--- src/rtl/traffic_conflict_monitor_if.sv ---
// Signal bundle between the light controller and the conflict monitor.
interface traffic_conflict_monitor_if;
  logic [1:0] ns_light;
  logic [1:0] ew_light;
  logic       ns_left;
  logic       ew_left;
  logic       fault_clear;
  logic [2:0] ns_lamp;
  logic [2:0] ew_lamp;
  logic       ns_left_lamp;
  logic       ew_left_lamp;
  logic       fault;
  logic [2:0] fault_code;

  modport master (
    output ns_light, ew_light, ns_left, ew_left, fault_clear,
    input  ns_lamp, ew_lamp, ns_left_lamp, ew_left_lamp, fault, fault_code
  );

  modport slave (
    input  ns_light, ew_light, ns_left, ew_left, fault_clear,
    output ns_lamp, ew_lamp, ns_left_lamp, ew_left_lamp, fault, fault_code
  );
endinterface

--- src/rtl/traffic_conflict_monitor.sv ---
// Safety monitor between the light controller and the lamp drivers; forces flashing red on any violation.
// Optional arrow checking (fault code 3) is enabled by defining TRAFFIC_MON_LEFT_CHECK_EN.
//
// state   | meaning
// MONITOR | inputs legal so far; lamps decode controller aspects one cycle late
// FAULT   | violation latched; all-way flashing red until an accepted clear
module traffic_conflict_monitor #(
  parameter int MIN_YELLOW = 3,
  parameter int FLASH_HALF = 4
) (
  input logic clk,
  input logic reset,
  traffic_conflict_monitor_if.slave bus
);

  localparam int YW = $clog2(MIN_YELLOW + 1);
  localparam int FW = (FLASH_HALF > 1) ? $clog2(FLASH_HALF) : 1;
  localparam logic [1:0] RED    = 2'b00;
  localparam logic [1:0] GREEN  = 2'b01;
  localparam logic [1:0] YELLOW = 2'b10;
  localparam logic [1:0] BAD    = 2'b11;
  localparam logic [2:0] LAMP_RED = 3'b100;
  localparam logic [2:0] LAMP_OFF = 3'b000;

  typedef enum logic {MONITOR = 1'b0, FAULT = 1'b1} state_t;

  state_t        state, state_nxt;
  logic [1:0]    prev_ns, prev_ew;
  logic [YW-1:0] ycnt_ns, ycnt_ew, ycnt_ns_nxt, ycnt_ew_nxt;
  logic [FW-1:0] flash_cnt, flash_cnt_nxt;
  logic          phase, phase_nxt;
  logic [2:0]    ns_lamp_q, ew_lamp_q, ns_lamp_nxt, ew_lamp_nxt;
  logic          ns_left_q, ew_left_q, ns_left_nxt, ew_left_nxt;
  logic [2:0]    code_q, code_nxt;
  logic [2:0]    viol;
  logic          arrow_bad;
  logic          clear_ok;

  function automatic logic [2:0] decode(input logic [1:0] a);
    case (a)
      GREEN:   decode = 3'b001;
      YELLOW:  decode = 3'b010;
      default: decode = LAMP_RED;
    endcase
  endfunction

  function automatic logic [YW-1:0] ycnt_next(input logic [1:0] a, input logic [YW-1:0] c);
    if (a != YELLOW)                ycnt_next = '0;
    else if (c == YW'(MIN_YELLOW))  ycnt_next = c;
    else                            ycnt_next = c + 1'b1;
  endfunction

  assign ycnt_ns_nxt = ycnt_next(bus.ns_light, ycnt_ns);
  assign ycnt_ew_nxt = ycnt_next(bus.ew_light, ycnt_ew);

`ifdef TRAFFIC_MON_LEFT_CHECK_EN
  assign arrow_bad = (bus.ns_left && (bus.ns_light != GREEN || bus.ew_light != RED)) ||
                     (bus.ew_left && (bus.ew_light != GREEN || bus.ns_light != RED));
`else
  assign arrow_bad = 1'b0;
`endif

  assign clear_ok = bus.fault_clear && bus.ns_light == RED && bus.ew_light == RED &&
                    !bus.ns_left && !bus.ew_left;

  // Lowest code wins when several checks fire together.
  always_comb begin
    viol = 3'd0;
    if (bus.ns_light == BAD || bus.ew_light == BAD)
      viol = 3'd1;
    else if (bus.ns_light != RED && bus.ew_light != RED)
      viol = 3'd2;
    else if (arrow_bad)
      viol = 3'd3;
    else if ((prev_ns == GREEN && bus.ns_light == RED) ||
             (prev_ew == GREEN && bus.ew_light == RED))
      viol = 3'd4;
    else if ((prev_ns == YELLOW && bus.ns_light == RED && ycnt_ns < YW'(MIN_YELLOW)) ||
             (prev_ew == YELLOW && bus.ew_light == RED && ycnt_ew < YW'(MIN_YELLOW)))
      viol = 3'd5;
  end

  always_comb begin
    state_nxt     = state;
    flash_cnt_nxt = flash_cnt;
    phase_nxt     = phase;
    code_nxt      = code_q;
    ns_lamp_nxt   = ns_lamp_q;
    ew_lamp_nxt   = ew_lamp_q;
    ns_left_nxt   = 1'b0;
    ew_left_nxt   = 1'b0;
    case (state)
      MONITOR: begin
        if (viol != 3'd0) begin
          state_nxt     = FAULT;
          code_nxt      = viol;
          flash_cnt_nxt = '0;
          phase_nxt     = 1'b1;
          ns_lamp_nxt   = LAMP_RED;
          ew_lamp_nxt   = LAMP_RED;
        end else begin
          code_nxt    = 3'd0;
          ns_lamp_nxt = decode(bus.ns_light);
          ew_lamp_nxt = decode(bus.ew_light);
          ns_left_nxt = bus.ns_left;
          ew_left_nxt = bus.ew_left;
        end
      end
      FAULT: begin
        if (clear_ok) begin
          state_nxt     = MONITOR;
          code_nxt      = 3'd0;
          flash_cnt_nxt = '0;
          phase_nxt     = 1'b1;
          ns_lamp_nxt   = LAMP_RED;
          ew_lamp_nxt   = LAMP_RED;
        end else begin
          if (flash_cnt == FW'(FLASH_HALF - 1)) begin
            flash_cnt_nxt = '0;
            phase_nxt     = ~phase;
          end else begin
            flash_cnt_nxt = flash_cnt + 1'b1;
          end
          ns_lamp_nxt = phase_nxt ? LAMP_RED : LAMP_OFF;
          ew_lamp_nxt = phase_nxt ? LAMP_RED : LAMP_OFF;
        end
      end
      default: state_nxt = MONITOR;
    endcase
  end

  always_ff @(posedge clk) begin
    if (reset) begin
      state     <= MONITOR;
      prev_ns   <= RED;
      prev_ew   <= RED;
      ycnt_ns   <= '0;
      ycnt_ew   <= '0;
      flash_cnt <= '0;
      phase     <= 1'b1;
      code_q    <= 3'd0;
      ns_lamp_q <= LAMP_RED;
      ew_lamp_q <= LAMP_RED;
      ns_left_q <= 1'b0;
      ew_left_q <= 1'b0;
    end else begin
      state     <= state_nxt;
      prev_ns   <= bus.ns_light;
      prev_ew   <= bus.ew_light;
      ycnt_ns   <= ycnt_ns_nxt;
      ycnt_ew   <= ycnt_ew_nxt;
      flash_cnt <= flash_cnt_nxt;
      phase     <= phase_nxt;
      code_q    <= code_nxt;
      ns_lamp_q <= ns_lamp_nxt;
      ew_lamp_q <= ew_lamp_nxt;
      ns_left_q <= ns_left_nxt;
      ew_left_q <= ew_left_nxt;
    end
  end

  assign bus.ns_lamp      = ns_lamp_q;
  assign bus.ew_lamp      = ew_lamp_q;
  assign bus.ns_left_lamp = ns_left_q;
  assign bus.ew_left_lamp = ew_left_q;
  assign bus.fault        = (state == FAULT);
  assign bus.fault_code   = code_q;

endmodule
--- src/flat_wrapper.sv ---
// flat-port wrapper written by rule: the top's interface ports become plain ports
module traffic_conflict_monitor_flat 
#(
  parameter int MIN_YELLOW = 3,
  parameter int FLASH_HALF = 4
)
  (clk, reset, bus_ns_light, bus_ew_light, bus_ns_left, bus_ew_left, bus_fault_clear, bus_ns_lamp, bus_ew_lamp, bus_ns_left_lamp, bus_ew_left_lamp, bus_fault, bus_fault_code);
  traffic_conflict_monitor_if bus_i ();
  input logic clk;
  input logic reset;
  input wire logic [$bits(bus_i.ns_light)-1:0] bus_ns_light;
  input wire logic [$bits(bus_i.ew_light)-1:0] bus_ew_light;
  input wire logic [$bits(bus_i.ns_left)-1:0] bus_ns_left;
  input wire logic [$bits(bus_i.ew_left)-1:0] bus_ew_left;
  input wire logic [$bits(bus_i.fault_clear)-1:0] bus_fault_clear;
  output wire logic [$bits(bus_i.ns_lamp)-1:0] bus_ns_lamp;
  output wire logic [$bits(bus_i.ew_lamp)-1:0] bus_ew_lamp;
  output wire logic [$bits(bus_i.ns_left_lamp)-1:0] bus_ns_left_lamp;
  output wire logic [$bits(bus_i.ew_left_lamp)-1:0] bus_ew_left_lamp;
  output wire logic [$bits(bus_i.fault)-1:0] bus_fault;
  output wire logic [$bits(bus_i.fault_code)-1:0] bus_fault_code;
  assign bus_i.ns_light = bus_ns_light;
  assign bus_i.ew_light = bus_ew_light;
  assign bus_i.ns_left = bus_ns_left;
  assign bus_i.ew_left = bus_ew_left;
  assign bus_i.fault_clear = bus_fault_clear;
  assign bus_ns_lamp = bus_i.ns_lamp;
  assign bus_ew_lamp = bus_i.ew_lamp;
  assign bus_ns_left_lamp = bus_i.ns_left_lamp;
  assign bus_ew_left_lamp = bus_i.ew_left_lamp;
  assign bus_fault = bus_i.fault;
  assign bus_fault_code = bus_i.fault_code;
  traffic_conflict_monitor #(.MIN_YELLOW(MIN_YELLOW), .FLASH_HALF(FLASH_HALF)) u_core (.clk(clk), .reset(reset), .bus(bus_i));
endmodule
--- config.mk ---
export PLATFORM = sky130hd
export DESIGN_NAME = traffic_conflict_monitor_flat
export DESIGN_NICKNAME = d
export VERILOG_FILES = /design/src/rtl/traffic_conflict_monitor_if.sv /design/src/rtl/traffic_conflict_monitor.sv /design/src/flat_wrapper.sv
export SDC_FILE = /design/constraint.sdc
export NUM_CORES = 1
export LEC_CHECK = 0
export CAP_MARGIN = 25
export CORE_ASPECT_RATIO = 0.75
export CORE_MARGIN = 10
export CORE_UTILIZATION = 28
export CTS_CLUSTER_DIAMETER = 30
export DETAILED_ROUTE_END_ITERATION = 10
export PLACE_DENSITY = 0.57
export SYNTH_ARGS = -nofsm -noshare
export SYNTH_HDL_FRONTEND = slang
export SYNTH_SLANG_ARGS = --single-unit
--- constraint.sdc ---
create_clock -name clk -period 1.7 [get_ports clk]
set_clock_uncertainty 0.05 [all_clocks]
set_input_delay 0.34 -clock clk [delete_from_list [all_inputs] [get_ports clk]]
set_output_delay 0.34 -clock clk [all_outputs]
set_load 0.02 [all_outputs]
### After elaboration in Yosys (flattened, before gate mapping)

Index checks and enable logic that the tools add are counted.

* input bits: 9
* output and inout bits: 12
* word-level logic and storage cells: 88
* flip-flop bits (word level): 23

* $add $sub $neg: 3
* bitwise logic cells: 2
* muxes and demuxes: 28
* $lt $le $gt $ge: 2
* reductions and logical operators: 24
* equal/unequal tests: 17

Operator list (count)
* $mux W3: 10
* $pmux W3 S2: 5
* $eq A2 B2 Y1 const B: 9
* $logic_and A1 B1 Y1: 11
* $eq A2 B1 Y1 const B: 4
* $mux W1: 7
* $add A2 B1 Y2 const B: 3
* $mux W2: 3
* $ne A2 B2 Y1 const B: 3
* $logic_not A2 Y1: 2
* $lt A2 B2 Y1 const B: 2
* $pmux W1 S2: 2
* $pmux W2 S2: 1
* $reduce_bool A2 Y1: 2
* $reduce_or A2 Y1: 2
* $logic_or A1 B1 Y1: 3
* $reduce_bool A3 Y1: 1
* $reduce_or A3 Y1: 1
* $logic_not A1 Y1: 2
* $ne A2 B1 Y1 const B: 1
* $not A1 Y1: 2

### Depth between registers and ports, before layout

Gate-level depths: netlist of run 1.

* depth in word-level cells: 11
* gate-level depth with buffers: 7
* gate-level depth less buffers: 6

### Least setup slack after synthesis of run 1

OpenSTA, ideal clock, no wires.

* path kind: input to register
* start: input port bus_ew_light[0]
* end: register u_core.ew_lamp_q[2] (netlist: u_core.bus.ew_lamp[2])
* data arrival time: 1540 ps
* stages on the path: 7
* path buffers: 1
* path slack: -21 ps
* setup time: 131 ps
* data required time: 1519 ps
* path through: inv_1 ha_1 nor2_1 or4b_4 nor3_2 buf_4 a21oi_1

* cells in the longest elaborated chain, start to end: 11
* elaborated cells between the ends (all ways): 24
* classes of those cells: 3 x eq/ne; 8 x mux; 13 x reduce/logical

Ends and longest elaborated chain
* start, declared: line flat_wrapper.sv:12 `input wire logic [$bits(bus_i.ew_light)-1:0] bus_ew_light;`
* $logic_not A2 Y1: line traffic_conflict_monitor.sv:63, traffic_conflict_monitor.sv:76, traffic_conflict_monitor.sv:79
* $logic_and A1 B1 Y1 (2 in series): line traffic_conflict_monitor.sv:79 `(prev_ew == YELLOW && bus.ew_light == RED && ycnt_ew < YW'(MIN_YELLOW)))`
* $logic_or A1 B1 Y1: line traffic_conflict_monitor.sv:78 `else if ((prev_ns == YELLOW && bus.ns_light == RED && ycnt_ns < YW'(MIN_YELLOW)) ||`
* $mux W3: line traffic_conflict_monitor.sv:78
* $mux W3: line traffic_conflict_monitor.sv:75 `else if ((prev_ns == GREEN && bus.ns_light == RED) ||`
* $mux W3: line traffic_conflict_monitor.sv:71 `else if (bus.ns_light != RED && bus.ew_light != RED)`
* $mux W3: line traffic_conflict_monitor.sv:69 `if (bus.ns_light == BAD || bus.ew_light == BAD)`
* $reduce_bool A3 Y1: line traffic_conflict_monitor.sv:94 `if (viol != 3'd0) begin`
* $mux W3: line traffic_conflict_monitor.sv:94
* $pmux W3 S2 (*): line traffic_conflict_monitor.sv:92 `case (state)`
* end signal, assigned: line traffic_conflict_monitor.sv:156 `ew_lamp_q <= ew_lamp_nxt;`
* end, declared: line traffic_conflict_monitor.sv:32 `logic [2:0] ns_lamp_q, ew_lamp_q, ns_lamp_nxt, ew_lamp_nxt;`

Every way passes the cells marked *; elsewhere a longest branch is shown, timed or not.
A chain may end at the register's enable or synchronous reset.

### Final worst setup path of run 1

* start: register u_core.state (netlist: u_core.bus.fault)
* end: output port bus_fault

RTL lines
* start, declared: line traffic_conflict_monitor.sv:27 `state_t state, state_nxt;`
* start signal, assigned: line traffic_conflict_monitor.sv:147 `state <= state_nxt;`
* end, declared: line flat_wrapper.sv:20 `output wire logic [$bits(bus_i.fault)-1:0] bus_fault;`

No word-level cell between the ends.

==> reports/results.ini, run 1 <==
[power_and_ir_drop]
power_density_nw_per_um2=716
cellLeakagePower_nw=0.676
vdd_ir_drop_max_mv=0.367

[global_route]
vias_in_the_first_global_route=794
overall_track_demand_over_capacity_in_global_routing=0.0759
grt_max_degree=14
grt_antenna_before_repair=0
grt_pass1_wl_um=3800
global_route.overflow_total=0

[cts]
tritoncts.num_buffers=3
tritoncts=yes
cts_max_path_buffers=2
hold_buffers=0
cts.root.buffer_cell=sky130_fd_sc_hd__clkbuf_8
cts.clk_slew.worst_paths_ns=0.08
clock_sinks=23
clk-insertion-delay-late_ns=0.26
cts_htree_levels=1

[timing]
finalSetupViolCount=0
finalCriticalPeriod_ns=1.64
slew_headroom=0.851
max_freq_mhz=609
post-route-period-util=0.965
grt_setup_unrepaired=false
setup-tns-final_ns=0
hold_viol_final=0
tightestPinTransition_ns=0.222
timing.final.max_slew_violations=0

[yosys]
postSynthAreaPerCell_um2=10.2
synth.area.mux_share=0.0196
ys_ff_latch=23
synthesis.nets=124
synth_cells=100
synthDominantAreaCellType=sky130_fd_sc_hd__dfxtp_1
synthDominantCellAreaShare=0.452
async_flop_share=0
synthMostInstantiatedCell=sky130_fd_sc_hd__dfxtp_1
yosys_most_used_dff=sky130_fd_sc_hd__dfxtp_1
synth_seq_area_share=0.452
synth-simple-area-share=0.201
synth-edff-count=0
synth.cells.most_frequent=23 x sky130_fd_sc_hd__dfxtp_1, 15 x sky130_fd_sc_hd__ha_1, 13 x sky130_fd_sc_hd__nor2_1
synth.area.top_cells=sky130_fd_sc_hd__dfxtp_1 45%, sky130_fd_sc_hd__ha_1 18%, sky130_fd_sc_hd__nor2_1 4.8%, sky130_fd_sc_hd__and2_1 3.7%, sky130_fd_sc_hd__a22o_1 2.6%
synth_compound_area_frac=0.0847
synth_fa_ha_area_frac=0.184
synth_cell_area_um2=1020
ys_types=25
yosys.area_share.xor_xnor=0.0258
combinational_family_with_the_most_area_after_synthesis=simple AND/OR/NAND/NOR gates
yosys_warnings=0

[final_layout]
stdcell_count=195
number_of_antenna_repair_diodes=0
area_delta_synth_final_pct=48.7
post_route_cells_drive_above_1_share=0.290
finish.net_count=170

[hold_path]
min-delay-path-class=register to register

[detailed_routing]
postRouteAntennaNets=0
initialDrtViolationCount=32
routed_wl_um=2330
drt_pre_antenna_iters=4
via_per_inst=4.19
detail_route.wl_per_cell_um=12.0
route.vias.total=818
drt_drc_violations_left=0

[critical_path]
crit_path_max_incr_delay_ns=0.62
worst-setup-path-type=register to primary output
cpMaxStageDelayCell=sky130_fd_sc_hd__clkdlybuf4s50_1
required_ns=1.31
worstPathCellList=clkdlybuf4s50_1
timing.critical_path.fanout_max=3
critical_path.top_delay_family=buffers and inverters
cp_endpoint_kind=primary output
startpoint_types=register
path_buf_inv=1
arrival_ns=1.25

[die]
floorplan.die.width_um=89.7
dieHeight_um=72.3
die_area_um2=6480
top_level_ports=21
core.rowCount=18
design.core.area_um2=3400
floorplan.initialDensity=0.300

[placed_design]
dp_cells=187
buffer_ports.inserted=20
place_hpwl_um=1790
finalWeightedCongestion=0.810

[outcome]
result_of_the_run=finished, final reports clean

[flow_run]
max_cap_violations=0

## registers in the layout, indices dropped and copies added (netlist names)
name / count
u_core.ycnt_ns: 2
u_core.phase: 1
u_core.ycnt_ew: 2
u_core.bus.fault_code: 3
u_core.bus.fault: 1
u_core.bus.ns_left_lamp: 1
u_core.bus.ew_left_lamp: 1
u_core.prev_ew: 2
u_core.bus.ns_lamp: 3
u_core.bus.ew_lamp: 3
u_core.flash_cnt: 2
u_core.prev_ns: 2
## cells in the final DEF, fill, tap and decap left out, types with 4 or more instances in the layout
cell type / synthesis / layout
sky130_fd_sc_hd__buf_2: 0 / 4
sky130_fd_sc_hd__nor3_1: 4 / 4
sky130_fd_sc_hd__buf_4: 1 / 22
sky130_fd_sc_hd__inv_2: 0 / 4
sky130_fd_sc_hd__dfxtp_1: 23 / 23
sky130_fd_sc_hd__clkdlybuf4s50_1: 0 / 16
sky130_fd_sc_hd__nor2_1: 13 / 13
sky130_fd_sc_hd__ha_1: 15 / 11
sky130_fd_sc_hd__nand2_1: 5 / 5
sky130_fd_sc_hd__and2_1: 6 / 6
## per-stage QoR
step / hold WS [ns] / worst slack [ns] / util / area (um^2) / power, mW
after CTS: 0.401 / 0.0107 / 0.445 / 1510 / 1.10
after global routing: 0.441 / 0.00583 / 0.446 / 1520 / 1.14
final: 0.398 / 0.0593 / 0.446 / 1520 / 1.09
after floorplan: 0.387 / 0.0121 / - / 1020 / 0.657
after global placement: 0.394 / -0.512 / 0.417 / 1420 / 0.750
after detailed placement: 0.389 / -0.563 / 0.417 / 1420 / 0.752
## path summary, 6_finish.rpt
path                             from                       end  slack [ns]  cells past startpoint
max reg2reg         u_core.ycnt_ns[0]       u_core.flash_cnt[0]        0.21                      6
min reg2reg  u_core.bus.fault_code[2]  u_core.bus.fault_code[2]        0.40                      2
min          u_core.bus.fault_code[2]  u_core.bus.fault_code[2]        0.40                      2
max                  u_core.bus.fault                 bus_fault        0.06                      1
## logic make-up after synthesis
group,Yosys count
compound gates,12
xor+xnor,3
fa+ha+maj,15
buf+inv,8
flops,23
mux,2
simple gates,37
## power by group
group | total (mW) | leakage [nW] | switching, mW | internal (mW)
registers | 0.570 | 0.188 | 0.0114 | 0.559
clock network | 0.337 | 0.0255 | 0.174 | 0.164
logic | 0.179 | 0.462 | 0.0826 | 0.0961
total | 1.09 | 0.676 | 0.268 | 0.819
## area by class of cell
type                       count  area, um^2
clock buffer                   3        41.3
clock inverter                 1        5.00
fill                         337        1880
inverter                       6        22.5
multi-input combinational     69         568
sequential                    23         460
tap                           50        62.6
timing repair buffer          43         357
## routing by layer
metal | wire [um] | GRT usage | vias up
met4 | 18 | 0.0264 | 0
li1 | - | - | 428
met5 | 0 | 0 | -
met3 | 202 | 0.0357 | 2
met1 | 1130 | 0.0956 | 370
met2 | 982 | 0.110 | 18
## what timing repair did
item / CTS / global route
gates cloned: 1 / 0
buffers inserted: 3 / 0
resized for setup: 26 / 1
endpoints found under the setup margin: 14 / 7
pin swaps: 3 / 1
No activity file was read; power rests on OpenSTA's default activity.
==> run 2: changes to the inputs <==
--- a/config.mk
+++ b/config.mk
@@ -12,6 +12,7 @@
 export CTS_CLUSTER_DIAMETER = 30
 export DETAILED_ROUTE_END_ITERATION = 10
 export PLACE_DENSITY = 0.57
+export SKIP_LAST_GASP = 1
 export SYNTH_ARGS = -nofsm -noshare
 export SYNTH_HDL_FRONTEND = slang
 export SYNTH_SLANG_ARGS = --single-unit
==> results of run 2 <==
No change in the layout: final DEF, timing and power equal those of run 1.
